### config.mk
export PLATFORM = sky130hd
export DESIGN_NAME = cpu_test_seq
export DESIGN_NICKNAME = d
export VERILOG_FILES = /design/src/rtl/cpu_test_pkg.sv /design/src/rtl/cts_table.sv /design/src/rtl/cpu_test_seq.sv
export SDC_FILE = /design/constraint.sdc
export NUM_CORES = 1
export LEC_CHECK = 0
export CORE_ASPECT_RATIO = 0.6
export CORE_UTILIZATION = 40
export CTS_BUF_LIST = sky130_fd_sc_hd__clkbuf_16
export DETAILED_ROUTE_END_ITERATION = 10
export GPL_ROUTABILITY_DRIVEN = 1
export PLACE_DENSITY = 0.64
export SLEW_MARGIN = 20
export SYNTH_ARGS = -nofsm -noshare
export SYNTH_HDL_FRONTEND = slang
export SYNTH_HIERARCHICAL = 1
export SYNTH_SLANG_ARGS = --single-unit
### constraint.sdc
create_clock -name clk -period 8.4 [get_ports clk]
set_input_delay 1.68 -clock clk [delete_from_list [all_inputs] [get_ports clk]]
set_output_delay 1.68 -clock clk [all_outputs]
set_load 0.02 [all_outputs]
### src/rtl/cpu_test_pkg.sv
// Shared types for the CPU self-check sequencer: FSM state encoding and
// the check-table entry layout (steps to run, register to read, expected value).
package cpu_test_pkg;

  localparam int CTS_DW  = 32;
  localparam int CTS_RAW = 5;
  localparam int CTS_CW  = 16;

  typedef enum logic [2:0] {
    ST_IDLE,
    ST_RESET,
    ST_RUN,
    ST_CHECK,
    ST_DONE
  } cts_state_t;

  // "reg" is a keyword, so the register-number field is called regno.
  typedef struct packed {
    logic [CTS_CW-1:0]  steps;
    logic [CTS_RAW-1:0] regno;
    logic [CTS_DW-1:0]  val;
  } cts_entry_t;

  function automatic logic [CTS_CW-1:0] sat_inc(input logic [CTS_CW-1:0] v);
    return (&v) ? v : v + CTS_CW'(1);
  endfunction

endpackage

### src/rtl/cts_table.sv
// Check table: NCHK entries held in plain registers, one write port and a
// combinational read port. Contents are deliberately not reset.
module cts_table
  import cpu_test_pkg::*;
#(
  parameter int NCHK = 8,
  parameter int IW   = $clog2(NCHK),
  parameter int EW   = $bits(cts_entry_t)
) (
  input  logic          clk,
  input  logic          we,
  input  logic [IW-1:0] waddr,
  input  logic [EW-1:0] wdata,
  input  logic [IW-1:0] raddr,
  output logic [EW-1:0] rdata
);

  logic [EW-1:0] mem [NCHK];

  always_ff @(posedge clk) begin
    if (we) begin
      mem[waddr] <= wdata;
    end
  end

  assign rdata = mem[raddr];

endmodule

### src/rtl/cpu_test_seq.sv
// Self-check sequencer: resets the core, alternates step bursts with register
// readback checks. Define CPU_TEST_SEQ_STOP_ON_FAIL_EN to stop at the first mismatch.
module cpu_test_seq
  import cpu_test_pkg::*;
#(
  parameter int DW      = CTS_DW,
  parameter int RAW     = CTS_RAW,
  parameter int NCHK    = 8,
  parameter int CW      = CTS_CW,
  parameter int RST_CYC = 2
) (
  input  logic                   clk,
  input  logic                   rst,
  input  logic                   start,
  input  logic [$clog2(NCHK):0]  num_chk,
  input  logic                   cfg_we,
  input  logic [$clog2(NCHK)-1:0] cfg_idx,
  input  logic [CW-1:0]          cfg_steps,
  input  logic [RAW-1:0]         cfg_reg,
  input  logic [DW-1:0]          cfg_val,
  output logic                   cpu_rst,
  output logic                   cpu_step,
  output logic [RAW-1:0]         dbg_raddr,
  input  logic [DW-1:0]          dbg_rdata,
  output logic                   busy,
  output logic                   done,
  output logic                   pass,
  output logic [$clog2(NCHK):0]  err_cnt,
  output logic [$clog2(NCHK)-1:0] fail_idx,
  output logic [CW-1:0]          cycle_cnt
);

  localparam int IW  = $clog2(NCHK);
  localparam int RCW = $clog2(RST_CYC + 1);
  localparam int EW  = $bits(cts_entry_t);

  cts_state_t     state_reg, state_next;
  logic [IW-1:0]  idx_reg, idx_next;
  logic [IW:0]    nchk_reg, nchk_next;
  logic [RCW-1:0] rst_cnt_reg, rst_cnt_next;
  logic [CW-1:0]  step_cnt_reg, step_cnt_next;
  logic           first_reg, first_next;
  logic [IW:0]    err_cnt_reg, err_cnt_next;
  logic [IW-1:0]  fail_idx_reg, fail_idx_next;
  logic [CW-1:0]  cycle_cnt_reg, cycle_cnt_next;

  logic       idle_ok;
  logic       tbl_we;
  cts_entry_t wr_entry;
  cts_entry_t rd_entry;
  logic [CW-1:0] eff_steps;
  logic       mismatch;
  logic       last;
  logic [IW:0] nchk_clamped;

  assign idle_ok = (state_reg == ST_IDLE) || (state_reg == ST_DONE);
  assign tbl_we  = cfg_we && idle_ok;

  assign wr_entry.steps = cfg_steps;
  assign wr_entry.regno = cfg_reg;
  assign wr_entry.val   = cfg_val;

  cts_table #(
    .NCHK (NCHK)
  ) u_table (
    .clk   (clk),
    .we    (tbl_we),
    .waddr (cfg_idx),
    .wdata (wr_entry),
    .raddr (idx_reg),
    .rdata (rd_entry)
  );

  // On the first RUN cycle of an entry the step count comes straight from the
  // table, so a single read port addressed by idx serves both RUN and CHECK.
  assign eff_steps    = first_reg ? rd_entry.steps : step_cnt_reg;
  assign mismatch     = (dbg_rdata != rd_entry.val);
  assign last         = ({1'b0, idx_reg} == (nchk_reg - (IW+1)'(1)));
  assign nchk_clamped = (num_chk > (IW+1)'(NCHK)) ? (IW+1)'(NCHK) : num_chk;

  always_ff @(posedge clk) begin
    if (rst) begin
      state_reg     <= ST_IDLE;
      idx_reg       <= '0;
      nchk_reg      <= '0;
      rst_cnt_reg   <= '0;
      step_cnt_reg  <= '0;
      first_reg     <= 1'b0;
      err_cnt_reg   <= '0;
      fail_idx_reg  <= '0;
      cycle_cnt_reg <= '0;
    end else begin
      state_reg     <= state_next;
      idx_reg       <= idx_next;
      nchk_reg      <= nchk_next;
      rst_cnt_reg   <= rst_cnt_next;
      step_cnt_reg  <= step_cnt_next;
      first_reg     <= first_next;
      err_cnt_reg   <= err_cnt_next;
      fail_idx_reg  <= fail_idx_next;
      cycle_cnt_reg <= cycle_cnt_next;
    end
  end

  always_comb begin
    state_next     = state_reg;
    idx_next       = idx_reg;
    nchk_next      = nchk_reg;
    rst_cnt_next   = rst_cnt_reg;
    step_cnt_next  = step_cnt_reg;
    first_next     = first_reg;
    err_cnt_next   = err_cnt_reg;
    fail_idx_next  = fail_idx_reg;
    cycle_cnt_next = cycle_cnt_reg;
    cpu_step       = 1'b0;
    dbg_raddr      = '0;

    case (state_reg)
      ST_IDLE, ST_DONE: begin
        if (start) begin
          err_cnt_next   = '0;
          cycle_cnt_next = '0;
          fail_idx_next  = '0;
          idx_next       = '0;
          rst_cnt_next   = '0;
          nchk_next      = nchk_clamped;
          state_next     = ST_RESET;
        end
      end

      ST_RESET: begin
        if (rst_cnt_reg == RCW'(RST_CYC - 1)) begin
          if (nchk_reg == '0) begin
            state_next = ST_DONE;
          end else begin
            state_next = ST_RUN;
            first_next = 1'b1;
          end
        end else begin
          rst_cnt_next = rst_cnt_reg + RCW'(1);
        end
      end

      ST_RUN: begin
        first_next = 1'b0;
        if (eff_steps != '0) begin
          cpu_step       = 1'b1;
          step_cnt_next  = eff_steps - CW'(1);
          cycle_cnt_next = sat_inc(cycle_cnt_reg);
        end else begin
          state_next = ST_CHECK;
        end
      end

      ST_CHECK: begin
        dbg_raddr = rd_entry.regno;
        if (mismatch) begin
          err_cnt_next = err_cnt_reg + (IW+1)'(1);
          if (err_cnt_reg == '0) begin
            fail_idx_next = idx_reg;
          end
        end
`ifdef CPU_TEST_SEQ_STOP_ON_FAIL_EN
        if (mismatch || last) begin
          state_next = ST_DONE;
        end else begin
          idx_next   = idx_reg + IW'(1);
          first_next = 1'b1;
          state_next = ST_RUN;
        end
`else
        if (last) begin
          state_next = ST_DONE;
        end else begin
          idx_next   = idx_reg + IW'(1);
          first_next = 1'b1;
          state_next = ST_RUN;
        end
`endif
      end

      default: state_next = ST_IDLE;
    endcase
  end

  assign cpu_rst   = (state_reg == ST_IDLE) || (state_reg == ST_RESET);
  assign busy      = (state_reg == ST_RESET) || (state_reg == ST_RUN) ||
                     (state_reg == ST_CHECK);
  assign done      = (state_reg == ST_DONE);
  assign pass      = done && (err_cnt_reg == '0);
  assign err_cnt   = err_cnt_reg;
  assign fail_idx  = fail_idx_reg;
  assign cycle_cnt = cycle_cnt_reg;

endmodule

==> results.json, run 1 <==
{
  "worstSetupStartpointType": "register",
  "clock_sinks": 476,
  "clk_pin_slew_worst_paths_ns": 0.06,
  "setup_violations": 0,
  "fillers": 3907,
  "status": "finished clean",
  "crit_type": "reg -> out",
  "layout_setup_ws_ns": 1.85,
  "avgSynthCellArea_um2": 18.2,
  "worst_clock_skew_ns": 0.0160,
  "grt_pass1_wl_mm": 65.3,
  "peakVddDrop_mv": 0.129,
  "grt_pass1_vias": 10367,
  "die_w_um": 288,
  "seq_power_share_pct": 51.2,
  "nNetsFinal": 1324,
  "final_hold_viol_count": 0,
  "synth_top_cell_area_share_pct": 65.1,
  "multiInputGateArea_um2": 5460,
  "synthCells": 1078,
  "antenna_found_initial": 3,
  "timing.critical_path.fanout_max": 39,
  "fmax_mhz": 153,
  "netlist_area_um2": 19600,
  "worstPathRequired_ns": 6.72,
  "syn2layout_area_growth_pct": 18.4,
  "initial_core_util_pct": 40.7,
  "endpoint_kind": "output pin",
  "vias": 10393,
  "cts_resized": 0,
  "portBuffers": 128,
  "yosysWarnings": 6,
  "grt_usage_pct": 17.5,
  "grt_max_degree": 54,
  "ys_top_cells_by_area": "edfxtp_1 (65%), mux4_2 (12%), dfxtp_1 (5.3%), mux2_2 (3.2%), xnor2_1 (1.4%)",
  "fin_crit_ns": 6.55,
  "overflow": 0,
  "post-route-period-util_pct": 77.9,
  "power_leakage_uw": 0.00714,
  "min_path_type": "reg -> reg",
  "initialDrtViolationCount": 1057,
  "boundaryPins": 129,
  "r2r_slack_ns": 3.56,
  "tightest_slew_ns": 1.01,
  "max_slew_margin_pct": 33.0,
  "cts_max_level": 2,
  "yosys_most_used_dff": "edfxtp_1",
  "pwr-share-clk_pct": 43.5,
  "postRouteAntennaNets": 0,
  "reg2regPathDepth": 9,
  "globalplace.congestion": 0.828,
  "cts_root_buf": "clkbuf_16",
  "avgRoutedWirePerCell_um": 22.8,
  "worst_ep_arrival_time_ns": 4.87,
  "share_comb_of_total_power_pct": 5.2,
  "ctsHoldBuffers": 0,
  "power_density_nw_per_um2": 222,
  "p_sw_uw": 1050,
  "synth_common_cells": "edfxtp_1 (424), mux4_2 (106), mux2_2 (55), dfxtp_1 (52), nor2_1 (41)",
  "viasPerCell": 5.47,
  "p_int_uw": 4100,
  "fin_util_pct": 48.3,
  "whs_path_depth": 2,
  "cts_made_buffers": 46,
  "largest_register_ffs": 424,
  "cts_max_path_buffers": 3,
  "finalSetupTns_ns": 0,
  "core-area_um2": 48000,
  "insertion_delay_ns": 0.56,
  "rsz0062_at_grt": "false",
  "report.final.slew_viol_count": 0,
  "hp-start": "step_cnt_reg[9]$_SDFFE_PP0P_",
  "synthDistinctLibCells": 60,
  "die_h_um": 173,
  "ys_seq_elements": 476,
  "syn_nets": 1182,
  "place_ws_ns": 2.35,
  "synthArstFlopShare_pct": 0,
  "dp_hpwl_mm": 25.3,
  "r2r_start": "idx_reg[0]$_SDFFE_PP0P_",
  "cts_tree": "yes",
  "cap_viol_max_count": 0,
  "power_uw": 5150,
  "num_rows": 62,
  "swShare_pct": 20.4,
  "synth.most_common_cell": "edfxtp_1",
  "seqCellArea_um2": 13800,
  "synth-edff-count": 424,
  "drive_above_1_share_pct": 21.7,
  "drc": 0,
  "yosysTopAreaCell": "edfxtp_1",
  "dr.pass1.iters": 5,
  "ys_seq_area_share_pct": 70.4,
  "min_to": "step_cnt_reg[9]$_SDFFE_PP0P_",
  "routed_wirelength_mm": 43.3,
  "r2r-end": "err_cnt[3]$_SDFFE_PP0P_",
  "post_cts_buffers": 0,
  "die-area_um2": 49800
}
-- area by class of cell --
| class | count | share of cell area [%] |
|---|---|---|
| inverters | 16 | 0.259 |
| flip-flops and latches | 476 | 59.5 |
| diodes | 3 | 0.0324 |
| well taps | 640 | 3.46 |
| multi-input cells | 535 | 23.6 |
| clock buffers | 49 | 5.29 |
| clock inverters | 36 | 1.83 |
| repair buffers | 145 | 6.08 |
-- logic make-up (layout without fill, tap and decap cells) --
kind of cell               after synthesis  count (layout)  share of synthesized area, %
buffers and inverters                   67             246                          1.97
and+or+nand+nor                        203             203                          5.73
AOI/OAI and AO/OA                      102             102                          3.24
DFF                                    476             476                          70.4
adders and majority gates                8               8                         0.512
muxes                                  171             171                          15.9
other                                    0               3                             0
xor gates and xnor gates                51              51                          2.28
-- placed cells by master (no fill, tap or decap), types with 15 or more instances in the layout --
master,Yosys,layout
a21oi_1,39,39
buf_4,1,17
clkbuf_16,0,49
clkdlybuf4s50_1,0,128
dfxtp_1,52,49
edfxtp_1,424,424
inv_1,15,20
mux2_2,55,55
mux4_2,106,106
nand2_1,35,35
nor2_1,41,35
nor3_1,17,15
o21ai_0,28,28
xnor2_1,31,31
xor2_1,20,20
-- power by group through the flow --
stage | logic, uW | clock network, uW | registers, uW
4_1_cts | 271 | 2280 | 2640
3_5_place_dp | 270 | 0 | 2690
6_report | 269 | 2240 | 2640
5_1_grt | 293 | 2380 | 2640
2_1_floorplan | 149 | 0 | 2690
3_3_place_gp | 265 | 0 | 2690
-- critical path, cell delays in order (launching register included) --
cell and delay, ns:
dfxtp_4 0.86, buf_4 0.42, mux4_2 0.53, mux2_2 0.30, nor4b_1 0.34, o22ai_1 0.26
nor4_2 0.37, or2b_2 0.35, inv_2 0.24, clkdlybuf4s50_1 0.62
-- routing by layer --
metal  routed length, um  track usage [%]
met3                2810             3.22
met2               20100             26.6
met1               19400             25.9
met5                   0                0
met4                 983             4.63
-- stage by stage --
step	hold WS, ns	instance area [um^2]	cells
global route	0.473	23200	1899
CTS	0.452	23200	1897
floorplan	0.431	19600	1078
global placement	0.444	21500	1812
detailed placement	0.444	21500	1812
finish	0.455	23200	1900
-- worst max-delay path by stage --
stage,cells past startpoint,to,slack [ns],start
CTS,9,cpu_step,1.73,idx_reg[0]$_SDFFE_PP0P_
detailed placement,9,cpu_step,2.35,idx_reg[0]$_SDFFE_PP0P_
finish,9,cpu_step,1.85,idx_reg[0]$_SDFFE_PP0P_
global route,9,cpu_step,1.49,idx_reg[0]$_SDFFE_PP0P_
floorplan,3,u_table/mem[0][0]$_DFFE_PP_,2.35,cfg_we
global placement,9,cpu_step,2.34,idx_reg[0]$_SDFFE_PP0P_
(Power assumes the default switching activity.)
==> run 2: changes to the inputs <==
Settings changed: PLACE_DENSITY 0.64 to 0.66.
Clock period 8.4 ns to 5.39 ns, I/O delays scaled along.
==> run 2 against run 1 <==
  * Worst hold slack improved by 0.017 ns
  * Sequential share of layout area grew 0.38 points
  * Register-to-register slack worse by 2.5 ns
  * Power rose by 44%
  * First-iteration DRC count fell by 32%
  * Non-clock buffer count up 18
  * Flip-flop and latch count unchanged
  * Final cell count is 0.89% higher
  * Via count down 0.79%
  * Critical path depth did not move
  * Count of clock-buffer cells in the layout decreased by 4
  * Largest cell class unchanged
  * Largest power group unchanged
  * Highest routed layer is now met5
==> results.json, run 2 (synthesized netlist as in run 1, its figures left out) <==
{
  "viasPerCell": 5.38,
  "nNetsFinal": 1341,
  "dp_hpwl_mm": 26.6,
  "min_path_type": "reg -> reg",
  "fmax_mhz": 190,
  "drc": 0,
  "setup_violations": 0,
  "cts_max_level": 2,
  "cts_made_buffers": 45,
  "reg2regPathDepth": 10,
  "die_w_um": 288,
  "hp-start": "step_cnt_reg[9]$_SDFFE_PP0P_",
  "vias": 10311,
  "place_ws_ns": 0.665,
  "fillers": 3948,
  "routed_wirelength_mm": 43.8,
  "globalplace.congestion": 0.816,
  "cts_tree": "yes",
  "whs_ns": 0.471,
  "num_rows": 62,
  "core-area_um2": 48000,
  "power_density_nw_per_um2": 322,
  "post-route-period-util_pct": 97.6,
  "power_leakage_uw": 0.00712,
  "worstSetupStartpointType": "register",
  "grt_usage_pct": 17.7,
  "status": "finished clean",
  "report.final.slew_viol_count": 0,
  "clk_pin_slew_worst_paths_ns": 0.06,
  "cap_viol_max_count": 0,
  "initialDrtViolationCount": 716,
  "largest_register_ffs": 424,
  "tightest_slew_ns": 1.04,
  "startpoint": "idx_reg[0]$_SDFFE_PP0P_",
  "r2r-end": "fail_idx[1]$_SDFFE_PP0P_",
  "max_slew_margin_pct": 30.6,
  "min_to": "step_cnt_reg[9]$_SDFFE_PP0P_",
  "portBuffers": 128,
  "endpoint_kind": "output pin",
  "whs_path_depth": 2,
  "clock_sinks": 476,
  "worstPathRequired_ns": 4.31,
  "die-area_um2": 49800,
  "fin_crit_ns": 5.26,
  "boundaryPins": 129,
  "die_h_um": 173,
  "grt_max_degree": 54,
  "crit_type": "reg -> out",
  "grt_pass1_wl_mm": 65.6,
  "r2r_slack_ns": 1.11,
  "drive_above_1_share_pct": 21.9,
  "layout_setup_ws_ns": 0.129,
  "overflow": 0,
  "finalSetupTns_ns": 0,
  "insertion_delay_ns": 0.58,
  "final_common_cell": "edfxtp_1",
  "grt_pass1_vias": 10352,
  "power_uw": 7410,
  "timing.critical_path.fanout_max": 20,
  "avgRoutedWirePerCell_um": 22.9,
  "initial_core_util_pct": 40.7,
  "dr.pass1.iters": 5,
  "r2r_start": "idx_reg[0]$_SDFFE_PP0P_",
  "postRouteAntennaNets": 0,
  "antenna_found_initial": 5,
  "worst_ep_arrival_time_ns": 4.18,
  "final_cell_mix": "edfxtp_1 (424), clkdlybuf4s50_1 (128), mux4_2 (106)",
  "syn2layout_area_growth_pct": 17.7,
  "peakVddDrop_mv": 0.212,
  "worst_clock_skew_ns": 0.0202,
  "final_hold_viol_count": 0,
  "rsz0062_at_grt": "false",
  "cts_max_path_buffers": 3,
  "cts_root_buf": "clkbuf_16"
}
## run 2: cell types whose count changed in the layout (fill, tap and decap cells not counted), sizes merged
cell,previous run,this run
inv,21,31
clkinvlp,3,0
bufinv,10,0
clkinv,18,22
buf,17,35
clkbuf,49,45
diode,3,5
## run 2: critical path, cell delays in order (launching register included)
cell             delay, ns
dfxtp_4               0.49
buf_4                 0.18
mux4_2                0.48
mux2_2                0.29
or4b_1                0.55
a21bo_2               0.29
nor4_2                0.37
or2b_2                0.19
inv_2                 0.17
clkdlybuf4s50_1       0.60
## run 2: power breakdown
group	total [uW]	internal, uW	leakage (uW)	switching, uW
logic	429	181	0.00216	248
registers	4110	4090	0.00426	24.2
clock network	2870	1520	0.000700	1340
total	7410	5790	0.00712	1610
## run 2: timing repair
item / in CTS / in global routing
hold buffers: 0 / 0
endpoints found under the setup margin: 0 / 1
buffers inserted: 0 / 11
resized for setup: 0 / 1
## run 2: metal layers
| layer | wire length [um] | GRT usage, % | vias to the layer above |
|---|---|---|---|
| li1 | - | - | 4666 |
| met1 | 20500 | 26.2 | 5320 |
| met2 | 20100 | 26.9 | 269 |
| met3 | 2550 | 3.47 | 54 |
| met4 | 739 | 4.26 | 2 |
| met5 | 13 | 0 | - |
## run 2: final cells by class
cell class	instances	area (um^2)	area share [%]
clock inverter	37	193	0.837
timing repair buffer	163	1570	6.83
multi-input combinational	535	5480	23.8
tap	640	801	3.48
antenna	5	12.5	0.0543
sequential	476	13800	59.9
inverter	16	60.1	0.261
clock buffer	45	1130	4.89
## run 2: worst max path at each step
| stage | end | depth (start not counted) |
|---|---|---|
| global placement | cpu_step | 9 |
| detailed placement | cpu_step | 9 |
| CTS | cpu_step | 9 |
| floorplan | cpu_step | 11 |
| finish | cpu_step | 9 |
| global route | cpu_step | 9 |
## run 2: per-stage QoR
stage | cells | cell area [um^2] | utilization, %
2_1_floorplan | 1078 | 19600 | -
6_report | 1917 | 23000 | 47.9
4_1_cts | 1901 | 22900 | 47.7
5_1_grt | 1913 | 23000 | 47.9
3_5_place_dp | 1819 | 21600 | 45.0
3_3_place_gp | 1819 | 21600 | 45.0
==> run 3: changes to the inputs <==
Settings changed: SLEW_MARGIN 20 to unset.
==> results of run 3 <==
No change in the layout: final DEF, timing and power equal those of run 2.
==> RTL edit, RTL diff (config.mk and constraints of run 1) <==
The 5 states of `cts_state_t` get a Gray code encoding in 3 bits.
--- a/src/rtl/cpu_test_pkg.sv
+++ b/src/rtl/cpu_test_pkg.sv
@@ -8,9 +8,9 @@
 
   typedef enum logic [2:0] {
-    ST_IDLE,
-    ST_RESET,
-    ST_RUN,
-    ST_CHECK,
-    ST_DONE
+    ST_IDLE  = 3'b000,
+    ST_RESET = 3'b001,
+    ST_RUN   = 3'b011,
+    ST_CHECK = 3'b010,
+    ST_DONE  = 3'b110
   } cts_state_t;
 
Function: same outputs for any inputs over 4 cycles, from zero or initial values and one cycle with rst high; so few cycles prove little.
==> RTL edit against run 1 <==
  * The flow now finishes with violations (design-rule violations)
  * Die area increased by 0.64%
  * Utilization decreased by 0.11 points
  * Sequential cell count unchanged
  * Synthesized area increased by 0.65%
  * Count of clock-buffer cells in the layout unchanged
  * Fmax decreased by 0.28%
  * Worst hold slack improved by 25 ps
  * Cell count decreased by 0.37%
  * Via count increased by 0.92%
  * Routed wire length increased by 2.9%
  * Cell area about the same
  * Sequential share of layout area decreased by 0.053 points
  * Worst setup slack got worse by 18 ps
  * Highest routed layer is now met5
Power is not compared: it rests on default switching activity, and its combinational part moved more than twofold at a synthesized area within 25%.
==> RTL edit: results (changes against run 1) <==
Outcome:
- The run finished, with violations left.
- The checks that failed: design-rule violations.

Drt:
- The highest metal layer with signal wires is met5.
- The number of design rule violations left after detail routing is 2 (+2).
- The aggregate routed wire length is 44.5 mm (+2.9%).
- The starting DRC count in detailed routing is 968 (-8.4%).
- The met1 wire length came to 20.9 mm (+7.9%).
- The length of routed met2 wiring is 20.0 mm (-0.22%).
- The met3 layer wire length in the routed design is 2.86 mm (+1.5%).
- The via density per instance is 5.54 (+1.3%).
- The number of detailed-routing iterations run before antenna repair is 8 (+3).

Worst setup path:
- The top fanout value on the critical path is 58 (+49%).
- The internal reg-to-reg setup slack is 3950 ps (+390 ps).
- The data arrival time at the worst-slack endpoint is 4890 ps (+20 ps).
- The capture point of the worst reg-to-reg path is fail_idx[0].
- The launching point of the worst reg2reg path is idx_reg[2].
- The maximum cell stage delay along the critical path is 960 ps (+100 ps).

Logic synthesis:
- The number of cells produced by synthesis is 1,075 (-0.28%).
- Sorting the synthesized cells by how often they occur yields edfxtp_1, mux4_2, nor2_1.
- The synthesized-area fraction occupied by ao, oa, aoi and oai cells is 3.60% (+0.36 points).
- The portion of the post-synthesis area used by sequential elements was 69.9% (-0.45 points).
- The xor-xnor portion of the synthesized cell area is 2.40% (+0.12 points).
- After synthesis, the cell types taking the most area are edfxtp_1, mux4_2, dfxtp_1, mux2_2, xor2_1.
- The mux cell area share after synthesis is 15.8% (-0.11 points).
- The fraction of synthesized cell area taken by the top area cell type is 64.7% (-0.42 points).
- The post-synthesis cell type count is 78 (+30%).
- The total number of yosys warnings came to 6 (unchanged).
- The adder-cell share of the synthesized area is 0.445% (-0.067 points).
- The net count after synthesis came to 1,178 (-0.34%).

GRT:
- The pin count of the biggest net entering global routing is 59 (+9.3%).
- The wire length of the first global-routing pass is 67.0 mm (+2.5%).
- The number of global-route vias before repair is 10,400 (+0.28%).
- The met3 routing resource usage after global routing is 3.53% (+0.30 points).
- The number of antenna violations at the first check in global routing is 3 (unchanged).
- The met1 track demand over resource in global routing is 27.6% (+1.7 points).
- The global router's overall resource usage came to 18.1% (+0.54 points).

Timing:
- The worst-case clock skew is 17.8 ps (+1.81 ps).
- The transition at the pin with the smallest max-transition slack is 1050 ps (+41.9 ps).

Placement:
- The final estimated routing congestion in global placement is 0.810 (-2.2%).
- The count of placed standard cells including taps was 1,809 (-0.17%).
- The final HPWL from detailed placement is 25.7 mm (+1.6%).
- The area after detailed placement is 21,600 µm² (+0.60%).

Layout:
- The net count reported at finish is 1,320 (-0.30%).
- The fraction of layout instances using a drive strength above 1 is 22.2% (+0.49 points).
- The total of fill cells in the finished design is 3,918 (+0.28%).
- The number of flip-flops in the largest register is 424 (unchanged).
- The sequential cell area is 13,800 µm² (about the same).

Min path:
- The worst hold endpoint is step_cnt_reg[0].
- The startpoint of the worst hold path is step_cnt_reg[0].

CTS:
- The maximum root-to-sink buffer count is 3 (unchanged).
## RTL edit: changes by cell type after synthesis, moves of 8 or more
cell and delta:
xor2_1 +16, a21oi_1 -18, o21ai_0 -14, xnor2_1 -13, nor2_1 +15, o21ai_1 +8
## RTL edit: cell families (layout without fill, tap and decap cells)
family	count (synthesis)	in the layout
DFF	476	476
and+or+nand+nor	210	210
muxes	171	171
AOI/OAI and AO/OA	95	95
buffers and inverters	62	239
xor gates and xnor gates	54	54
adders and majority gates	7	7
other	0	1
## RTL edit: final cells by class
type / count / area share (%)
repair buffers: 145 / 6.07
inverters: 11 / 0.178
clock buffers: 49 / 5.29
multi-input cells: 537 / 24.2
flip-flops and latches: 476 / 59.4
clock inverters: 34 / 1.39
well taps: 640 / 3.45
diodes: 1 / 0.0108
## RTL edit: worst max-delay path by stage
stage	from	end	slack, ps	depth (start not counted)
after floorplan	cfg_we	u_table/mem[0][0]	2220	3
after global placement	idx_reg[2]	cpu_step	2490	9
after detailed placement	idx_reg[2]	cpu_step	2400	9
after CTS	idx_reg[2]	cpu_step	1790	9
after global routing	idx_reg[0]	cpu_step	1510	11
final	idx_reg[2]	cpu_step	1830	9
## RTL edit: critical path: cells and delay by family (launching register included)
family / cells / cell delay, ps
buf+inv: 3 / 1400
simple gates: 3 / 890
compound gates: 1 / 300
mux: 2 / 710
flops: 1 / 960
## RTL edit: per-stage QoR
stage	worst slack, ps	power, W	hold slack [ps]
after floorplan	2220	0.00359	449
after global placement	2490	0.00388	462
after detailed placement	2400	0.00390	469
after CTS	1790	0.00602	477
after global routing	1510	0.00622	511
final	1830	0.00597	480
